--- src/rtl/alu_pkg.sv ---
// Shared types for the ALU core and its command/result driver.
package alu_pkg;

   typedef enum logic [1:0] {
      ALU_ADD = 2'b00,
      ALU_SUB = 2'b01,
      ALU_OP2 = 2'b10,
      ALU_OP3 = 2'b11
   } alu_op_e;

   typedef enum logic [1:0] {
      IDLE   = 2'd0,
      SETTLE = 2'd1,
      HOLD   = 2'd2
   } drv_state_e;

endpackage

--- src/rtl/alu_core_driver.sv ---
// Issues commands to an external ALUCore, captures its outputs after a settle time
// and hands them off with a sequence tag; keeps op/overflow statistics.
module alu_core_driver #(
   parameter int unsigned W      = 4,
   parameter int unsigned SETTLE = 1,
   parameter int unsigned CNT_W  = 8
) (
   input  logic             clk,
   input  logic             rst,
   input  logic             cmd_valid,
   output logic             cmd_ready,
   input  logic [W-1:0]     cmd_a,
   input  logic [W-1:0]     cmd_b,
   input  logic [1:0]       cmd_op,
   output logic [W-1:0]     alu_a,
   output logic [W-1:0]     alu_b,
   output logic [1:0]       alu_op,
   input  logic [W-1:0]     alu_s,
   input  logic             alu_overflow,
   input  logic             alu_zero,
   output logic             res_valid,
   input  logic             res_ready,
   output logic [W-1:0]     res_s,
   output logic             res_overflow,
   output logic             res_zero,
   output logic [CNT_W-1:0] res_tag,
   output logic [CNT_W-1:0] op_count,
   output logic [CNT_W-1:0] ovf_count
);

   localparam int unsigned SC_W = (SETTLE > 1) ? $clog2(SETTLE) : 1;

   alu_pkg::drv_state_e state, state_nxt;
   logic [SC_W-1:0]  settle_cnt, settle_cnt_nxt;
   logic [CNT_W-1:0] tag, tag_nxt;
   logic [W-1:0]     alu_a_nxt, alu_b_nxt, res_s_nxt;
   logic [1:0]       alu_op_nxt;
   logic             res_valid_nxt, res_overflow_nxt, res_zero_nxt;
   logic [CNT_W-1:0] res_tag_nxt, op_count_nxt, ovf_count_nxt;

   // State and datapath registers
   always_ff @(posedge clk or posedge rst) begin
      if (rst) begin
         state        <= alu_pkg::IDLE;
         settle_cnt   <= '0;
         tag          <= '0;
         alu_a        <= '0;
         alu_b        <= '0;
         alu_op       <= '0;
         res_valid    <= 1'b0;
         res_s        <= '0;
         res_overflow <= 1'b0;
         res_zero     <= 1'b0;
         res_tag      <= '0;
         op_count     <= '0;
         ovf_count    <= '0;
      end else begin
         state        <= state_nxt;
         settle_cnt   <= settle_cnt_nxt;
         tag          <= tag_nxt;
         alu_a        <= alu_a_nxt;
         alu_b        <= alu_b_nxt;
         alu_op       <= alu_op_nxt;
         res_valid    <= res_valid_nxt;
         res_s        <= res_s_nxt;
         res_overflow <= res_overflow_nxt;
         res_zero     <= res_zero_nxt;
         res_tag      <= res_tag_nxt;
         op_count     <= op_count_nxt;
         ovf_count    <= ovf_count_nxt;
      end
   end

   // Next-state and next-register logic; cmd_ready follows res_ready in HOLD
   always_comb begin
      state_nxt        = state;
      cmd_ready        = 1'b0;
      settle_cnt_nxt   = settle_cnt;
      tag_nxt          = tag;
      alu_a_nxt        = alu_a;
      alu_b_nxt        = alu_b;
      alu_op_nxt       = alu_op;
      res_valid_nxt    = res_valid;
      res_s_nxt        = res_s;
      res_overflow_nxt = res_overflow;
      res_zero_nxt     = res_zero;
      res_tag_nxt      = res_tag;
      op_count_nxt     = op_count;
      ovf_count_nxt    = ovf_count;

      case (state)
         alu_pkg::IDLE: begin
            cmd_ready = 1'b1;
         end
         alu_pkg::SETTLE: begin
            if (settle_cnt == '0) begin
               res_s_nxt        = alu_s;
               res_overflow_nxt = alu_overflow;
               res_zero_nxt     = alu_zero;
               res_tag_nxt      = tag;
               res_valid_nxt    = 1'b1;
               state_nxt        = alu_pkg::HOLD;
            end else begin
               settle_cnt_nxt = settle_cnt - SC_W'(1);
            end
         end
         alu_pkg::HOLD: begin
            cmd_ready = res_ready;
            if (res_ready) begin
               res_valid_nxt = 1'b0;
               op_count_nxt  = op_count + CNT_W'(1);
               tag_nxt       = tag + CNT_W'(1);
               if (res_overflow && (ovf_count != '1))
                  ovf_count_nxt = ovf_count + CNT_W'(1);
               state_nxt = alu_pkg::IDLE;
            end
         end
         default: state_nxt = alu_pkg::IDLE;
      endcase

      // A command accepted here (IDLE or bypassed from HOLD) starts a new settle window
      if (cmd_valid && cmd_ready) begin
         alu_a_nxt      = cmd_a;
         alu_b_nxt      = cmd_b;
         alu_op_nxt     = cmd_op;
         settle_cnt_nxt = SC_W'(SETTLE - 1);
         state_nxt      = alu_pkg::SETTLE;
      end
   end

endmodule

--- config.mk ---
export PLATFORM = sky130hd
export DESIGN_NAME = alu_core_driver
export DESIGN_NICKNAME = d
export VERILOG_FILES = /design/src/rtl/alu_pkg.sv /design/src/rtl/alu_core_driver.sv
export SDC_FILE = /design/constraint.sdc
export NUM_CORES = 1
export LEC_CHECK = 0
export ABC_AREA = 0
export CORE_UTILIZATION = 42
export DETAILED_ROUTE_END_ITERATION = 12
export PLACE_DENSITY_LB_ADDON = 0.12
export SLEW_MARGIN = 20
export SYNTH_ARGS = -nofsm -noshare
export SYNTH_HDL_FRONTEND = slang
export SYNTH_SLANG_ARGS = --single-unit
--- constraint.sdc ---
create_clock -name clk -period 1.6 [get_ports clk]
set_input_delay 0.32 -clock clk [delete_from_list [all_inputs] [get_ports clk]]
set_output_delay 0.32 -clock clk [all_outputs]
set_load 0.01 [all_outputs]
==> metrics.md, run 1 <==
| Metric | Value |
|---|---|
| Fraction of synthesized cell area taken by the top area cell type | `58.5%` |
| Max-slew violation total from the final report | `0` |
| Worst Path Arrival | `1.25 ns` |
| Clock latency reported for the late side of the worst-skew pair | `~0.3 ns` |
| Post-DRT Antenna Nets | `0` |
| Antenna violations before repair | `0` |
| Total number of vias | `1,590` |
| Sum of routed wire length over all layers | `~4.5 mm` |
| Number of distinct library cells after synthesis | `29` |
| Starting density of the core | `between 40% and 50%` |
| Chip height | `~74 um` |
| Register clock-pin slew on the reported worst setup and hold paths | `~0.090 ns` |
| Layout Skew | `0.00429 ns` |
| Detailed placer's ending HPWL | `3.12 mm` |
| Largest vdd supply drop | `0.000794 V` |
| Filler Cell Count | `369` |
| Clock period minus final worst setup slack | `1.57 ns` |
| Slowest stage delay, CP | `0.55 ns` |
| Worst Max-Slew Pin Slew | `0.249 ns` |
| Final period utilization | `97.9%` |
| Average detailed-routed wire length per instance | `13.9 um` |
| DRT iter0 DRCs | `57` |
| Relative contribution of combinational cells to total power | `roughly 37%` |
| Worst Hold Slack | `0.362 ns` |
| CTS Buffer Depth | `2` |
| First-pass detailed-route iteration total | `4` |
| Instance count of the mapped netlist | `164` |
| Max Cap Viol | `0` |
| Total global-route track usage | `approximately 18%` |
| Num CTS Buffers | `5` |
| Fmax achieved | `639 MHz` |
| Most instantiated flip-flop cell in the synthesis netlist | `sky130_fd_sc_hd__dfrtp_1` |
| Crit Path Category | `reg -> out` |
| Count of H-tree levels built during CTS | `2` |
| Cell type with the highest aggregate area in the netlist | `sky130_fd_sc_hd__dfrtp_1` |
| Internal power of the cells | `between 3 and 4 mW` |
| Family of cells with the greatest summed delay on the critical path | `buffers and inverters` |
| Final layout net count | `276` |
| Fraction of registers with async set/reset | `100%` |
| GP Congestion | `0.777` |
| Clock tree sinks | `51` |
| Final-report setup violation count | `0` |
| Required time reported for the critical path endpoint | `1.28 ns` |
| Number of non-filler instances in the completed layout | `321` |
| Row Count | `25` |
| HP Class | `in -> async` |
| Via-to-Cell Ratio | `4.95` |
| Total of warnings raised by yosys | `0` |
| Final antenna diode count | `0` |
| Summed instance area of the synthesized netlist | `2180 sq um` |
| Critical path, cell by cell | `clkdlybuf4s50_1` |
| Master cell of the clock root buffer | `sky130_fd_sc_hd__clkbuf_8` |
| Number of failing hold endpoints at the final stage | `0` |
| Top area cells in the synthesized netlist | `sky130_fd_sc_hd__dfrtp_1, sky130_fd_sc_hd__mux2_2, sky130_fd_sc_hd__xnor2_1` |
| Seq/Total Area, Yosys | `roughly three fifths` |
| Maximum fanout along the worst path | `3` |
| Switching power | `approximately 1.3 mW` |
| Launching element type of the critical path | `flip-flop` |
| PnR Total Power | `4.40 mW` |
| TritonCTS clock tree | `done` |
| Number of register bits inferred by synthesis | `51` |
| Count of buffering cells on the critical path with inverters included | `1` |
| Number of enable-type register cells in the synthesized netlist | `0` |
| Share of cells above drive strength 1 | `29.1%` |
| Relative contribution of sequential cells to total power | `42.9%` |
| Crit path max-delay cell type | `sky130_fd_sc_hd__clkdlybuf4s50_1` |
| Number of primary I/O pins | `a little over 60` |
| Port-buffer cells | `61` |
| Area of the core | `4850 sq um` |
| Slew Limit Headroom | `83.2%` |
| Vias in the first global route | `~1,500` |
| Width of the die | `74.1 um` |
| Net count of the mapped netlist | `187` |
| Remaining Overflow, GRT | `0` |
| Reg-to-reg critical path startpoint | `ovf_count[0]$_DFFE_PP0P_` |
| Worst-case register-to-register setup slack | `0.08 ns` |
| Placed insts | `300` |
| Status | `finished clean` |
| Syn Area/Cell | `13.3 sq um` |
| Switching power as a share of total power | `29.1%` |
| Leakage power | `1.52 nW` |
| Pin count of the biggest net entering global routing | `34` |
| Part of the power in the clock network | `20.6%` |
| Global-route wire length before repair | `~7.2 mm` |
| Endpoint of the lowest-slack register-to-register path | `ovf_count[4]$_DFFE_PP0P_` |
| Die Footprint | `about 5500 sq um` |
| Layout overhead on the synthesized area | `45.2%` |
| Power Dens Cells | `1390 nW/um^2` |
| Utilization of the core after routing | `65.4%` |
| DRC violations left | `0` |
| Critical path capture point type | `primary output` |
| Depth of the worst register-to-register path | `6` |
## state kept, by name, summed over array words and instances, names as in the netlist, 4 cells and up
name	cells
res_tag	8
alu_a	4
res_s	4
alu_b	4
tag	8
ovf_count	8
op_count	8
## Yosys cell counts, types with 3 or more instances
cell type and n:
sky130_fd_sc_hd__inv_1 6, sky130_fd_sc_hd__nand2b_1 3, sky130_fd_sc_hd__nand2_1 12, sky130_fd_sc_hd__ha_1 3, sky130_fd_sc_hd__xnor2_1 12, sky130_fd_sc_hd__dfrtp_1 51, sky130_fd_sc_hd__nand3_1 3, sky130_fd_sc_hd__buf_6 3
sky130_fd_sc_hd__nor3_1 4, sky130_fd_sc_hd__xor2_1 5, sky130_fd_sc_hd__nand4_1 9, sky130_fd_sc_hd__mux2_2 26, sky130_fd_sc_hd__and3_1 4
## power groups by stage
stage / clock network, mW / registers [mW] / logic [mW]
CTS: 0.939 / 1.89 / 1.59
finish: 0.907 / 1.88 / 1.60
detailed placement: 0 / 1.98 / 1.39
global route: 0.987 / 1.94 / 1.73
global placement: 0 / 1.96 / 1.36
floorplan: 0 / 2.04 / 0.531
## worst min-delay path, stage by stage
cell                              delay (ns)
sky130_fd_sc_hd__clkdlybuf4s50_1        0.42
sky130_fd_sc_hd__inv_2                  0.08
sky130_fd_sc_hd__buf_12                 0.20
## kinds of logic after synthesis
group                      Yosys count  share of synthesized area [%]
DFF                                 51                           58.5
and+or+nand+nor                     44                           11.8
muxes                               29                           15.2
xor gates and xnor gates            17                           6.82
buffers and inverters               12                           3.38
AOI/OAI and AO/OA                    8                           2.58
adders and majority gates            3                           1.72
## how the worst max path moves through the flow
stage / slack (ns) / start / cells past startpoint / to
CTS: 0.004 / op_count[1]$_DFFE_PP0P_ / 1 / op_count[1]
global route: -0.006 / op_count[1]$_DFFE_PP0P_ / 1 / op_count[1]
finish: 0.03 / op_count[1]$_DFFE_PP0P_ / 1 / op_count[1]
floorplan: 0.05 / rst / 1 / alu_a[0]$_DFFE_PP0P_
global placement: -0.25 / res_ready / 6 / alu_a[1]$_DFFE_PP0P_
detailed placement: -0.28 / res_ready / 6 / alu_b[2]$_DFFE_PP0P_
## routing by layer
layer	share of wire, %	track usage (%)
met1	41	20.2
met4	1.3	6.41
met2	52	31.5
met5	0	0
met3	6.0	5.56
## what timing repair did
item	4_1_cts	5_1_grt
gates resized for setup	7	7
setup buffers	11	2
hold buffers	0	0
setup endpoints to repair	14	7
gates cloned	0	0
## area by class of cell
type                       instances  area [sq um]  area share (%)
clock buffer                       6          82.6            2.60
tap                               67          83.8            2.64
inverter                           6          22.5           0.710
sequential                        51          1280            40.4
clock inverter                     2          35.0            1.10
multi-input combinational        101           833            26.3
timing repair buffer              88           832            26.2
## cell usage in the layout, fill, tap and decap left out, types with 2 or more instances in the layout
cell type / count
sky130_fd_sc_hd__a21oi_1: 2
sky130_fd_sc_hd__and3_1: 4
sky130_fd_sc_hd__buf_4: 25
sky130_fd_sc_hd__clkbuf_8: 6
sky130_fd_sc_hd__clkdlybuf4s50_1: 54
sky130_fd_sc_hd__dfrtp_1: 47
sky130_fd_sc_hd__dfrtp_2: 4
sky130_fd_sc_hd__dlygate4sd2_1: 2
sky130_fd_sc_hd__dlymetal6s2s_1: 4
sky130_fd_sc_hd__ha_1: 3
sky130_fd_sc_hd__inv_1: 5
sky130_fd_sc_hd__mux2_2: 26
sky130_fd_sc_hd__mux2_4: 2
sky130_fd_sc_hd__nand2_1: 12
sky130_fd_sc_hd__nand2b_1: 3
sky130_fd_sc_hd__nand3_1: 3
sky130_fd_sc_hd__nand4_1: 9
sky130_fd_sc_hd__nand4_2: 2
sky130_fd_sc_hd__nor2_1: 2
sky130_fd_sc_hd__nor3_1: 4
sky130_fd_sc_hd__o211ai_1: 2
sky130_fd_sc_hd__o21ai_0: 2
sky130_fd_sc_hd__xnor2_1: 12
sky130_fd_sc_hd__xor2_1: 5
## metrics by stage
step	setup TNS (ns)	instance area (sq um)	setup WS [ns]
floorplan	0	2180	0.0505
global placement	-4.01	2940	-0.247
detailed placement	-4.46	2940	-0.275
CTS	0	3150	0.00410
global route	-0.00605	3170	-0.00605
finish	0	3170	0.0342
No activity file was read; power rests on OpenSTA's default activity.
==> run 2, diff against run 1 <==
--- a/config.mk
+++ b/config.mk
@@ -8,5 +8,6 @@
 export ABC_AREA = 0
-export CORE_UTILIZATION = 42
+export CORE_UTILIZATION = 50
 export DETAILED_ROUTE_END_ITERATION = 12
 export PLACE_DENSITY_LB_ADDON = 0.12
+export REMOVE_ABC_BUFFERS = 1
 export SLEW_MARGIN = 20
==> constraint.sdc (replaced) <==
create_clock -name clk -period 1.85 [get_ports clk]
set_input_delay 0.37 -clock clk [delete_from_list [all_inputs] [get_ports clk]]
set_output_delay 0.37 -clock clk [all_outputs]
set_load 0.005 [all_outputs]
==> metrics.md, run 2 (synthesized netlist as in run 1, its figures left out) <==
| Metric | Value |
|---|---|
| Worst Hold Slack | `just under 0.4 ns` |
| Worst Path Arrival | `1.33 ns` |
| Top library cells by usage in the layout, fill and taps aside | `sky130_fd_sc_hd__clkdlybuf4s50_1, sky130_fd_sc_hd__dfrtp_1, sky130_fd_sc_hd__mux2_2` |
| Most common library cell in the layout ignoring fill and taps | `sky130_fd_sc_hd__clkdlybuf4s50_1` |
| Total global-route track usage | `a little over a fifth` |
| Post CTS Setup Buffer Count | `0` |
| Sum of routed wire length over all layers | `4.22 mm` |
| Row Count | `23` |
| Global-route wire length before repair | `6.91 mm` |
| Layout Skew | `about 0.0087 ns` |
| Port-buffer cells | `61` |
| Aggregate negative setup slack | `0 ns` |
| Post-DRT Antenna Nets | `0` |
| Fmax achieved | `588 MHz` |
| Share of cells above drive strength 1 | `20.9%` |
| Final-report setup violation count | `0` |
| Count of buffering cells on the critical path with inverters included | `1` |
| Area of the core | `4090 sq um` |
| Final antenna diode count | `0` |
| Num CTS Buffers | `5` |
| Slew Limit Headroom | `68.0%` |
| GR met1 Demand/Resource | `between 20% and 30%` |
| TritonCTS clock tree | `done` |
| Clock period minus final worst setup slack | `roughly 1.7 ns` |
| Worst Max-Slew Pin Slew | `0.479 ns` |
| Maximum fanout along the worst path | `6` |
| Critical path, cell by cell | `clkdlybuf4s50_1` |
| M3 GR Usage | `~7.5%` |
| RSZ-0062 raised after global routing | `no` |
| Master cell of the clock root buffer | `sky130_fd_sc_hd__clkbuf_8` |
| Leakage power | `1.36 nW` |
| Placement-stage cell area | `2880 sq um` |
| Average detailed-routed wire length per instance | `14.8 um` |
| Die Footprint | `roughly 4600 sq um` |
| Number of failing hold endpoints at the final stage | `0` |
| Clock latency reported for the late side of the worst-skew pair | `slightly above 0.3 ns` |
| Status | `finished clean` |
| Clock tree sinks | `51` |
| Required time reported for the critical path endpoint | `1.48 ns` |
| Starting density of the core | `between 50% and 60%` |
| Remaining Overflow, GRT | `0` |
| HP Class | `in -> async` |
| Number of primary I/O pins | `a little over 60` |
| First-pass detailed-route iteration total | `4` |
| Detailed placer's ending HPWL | `2.95 mm` |
| Vias in the first global route | `1,490` |
| Slowest stage delay, CP | `0.55 ns` |
| Via-to-Cell Ratio | `between 5 and 6` |
| Crit path max-delay cell type | `sky130_fd_sc_hd__clkdlybuf4s50_1` |
| Total number of vias | `1,504` |
| Chip height | `68.1 um` |
| DRC violations left | `0` |
| Final period utilization | `92.0%` |
| Total non-filler cell area in the finished layout | `approximately 3000 sq um` |
| Antenna violations before repair | `0` |
| Highest-utilization routing layer at the global route stage | `met2` |
| Largest vdd supply drop | `roughly 0.00074 V` |
| Register clock-pin slew on the reported worst setup and hold paths | `0.09 ns` |
| Family of cells with the greatest summed delay on the critical path | `buffers and inverters` |
| Max Cap Viol | `0` |
| DRT iter0 DRCs | `111` |
| Width of the die | `68.1 um` |
| Pin count of the biggest net entering global routing | `31` |
| Power Dens Cells | `1210 nW/um^2` |
| Final layout net count | `257` |
| Crit Path Category | `reg -> out` |
| GP Congestion | `0.758` |
| Global Route met2 Usage | `33.8%` |
| Launching element type of the critical path | `flip-flop` |
| Count of H-tree levels built during CTS | `2` |
| Layout overhead on the synthesized area | `37.8%` |
| Max-slew violation total from the final report | `0` |
| Critical path capture point type | `primary output` |
| CTS Buffer Depth | `2` |
-- run 2: cell count changes in the layout (fill, tap and decap cells not counted), moves of 4 or more --
cell                              before  now
sky130_fd_sc_hd__buf_4                25    7
sky130_fd_sc_hd__clkdlybuf4s50_1      54   60
sky130_fd_sc_hd__dfrtp_1              47   51
sky130_fd_sc_hd__dfrtp_2               4    0
sky130_fd_sc_hd__dlymetal6s2s_1        4    0
-- run 2: path summary, 6_finish.rpt --
| check | startpoint | endpoint | slack, ns | depth (start not counted) |
|---|---|---|---|---|
| worst max-delay path | ovf_count[0]$_DFFE_PP0P_ | ovf_count[0] | 0.15 | 1 |
| worst min-delay path | rst | alu_b[0]$_DFFE_PP0P_ | 0.40 | 2 |
| worst max register to register | ovf_count[0]$_DFFE_PP0P_ | ovf_count[1]$_DFFE_PP0P_ | 0.20 | 4 |
| worst min register to register | op_count[7]$_DFFE_PP0P_ | op_count[7]$_DFFE_PP0P_ | 0.47 | 1 |
| max in group asynchronous | rst | tag[0]$_DFFE_PP0P_ | 0.93 | 3 |
| min in group clk | op_count[7]$_DFFE_PP0P_ | op_count[7]$_DFFE_PP0P_ | 0.47 | 1 |
-- run 2: area by class of cell --
| type | instances | area (sq um) |
|---|---|---|
| Tap cell | 50 | 62.6 |
| Fill cell | 279 | 1080 |
| Timing Repair Buffer | 69 | 682 |
| Clock inverter | 2 | 60.1 |
| Multi-Input combinational cell | 101 | 833 |
| Inverter | 6 | 22.5 |
| Clock buffer | 6 | 72.6 |
| Sequential cell | 51 | 1280 |
-- run 2: routing by layer --
layer  vias up  share of wire, %
li1        714                 -
met1       727                42
met2        51                50
met3        12               6.2
met4         0               2.7
met5         -                 0
-- run 2: where the power goes --
| part | switching, mW | total (mW) | internal (mW) |
|---|---|---|---|
| combinational | 0.335 | 1.06 | 0.725 |
| sequential | 0.297 | 1.70 | 1.40 |
| clock | 0.355 | 0.895 | 0.540 |
| total | 0.986 | 3.65 | 2.67 |
-- run 2: repair_timing --
item / 4_1_cts / 5_1_grt
endpoints found under the setup margin: 1 / 0
hold buffers: 0 / 0
gates resized for setup: 1 / 0
-- run 2: per-stage QoR --
step	power (mW)	instances	setup slack [ns]	utilization, %
2_1_floorplan	2.10	158	0.250	-
6_report	3.65	285	0.148	73.6
4_1_cts	3.69	285	0.141	73.6
3_3_place_gp	2.74	277	-0.0641	70.4
5_1_grt	3.88	285	0.0899	73.6
3_5_place_dp	2.79	277	-0.0782	70.4
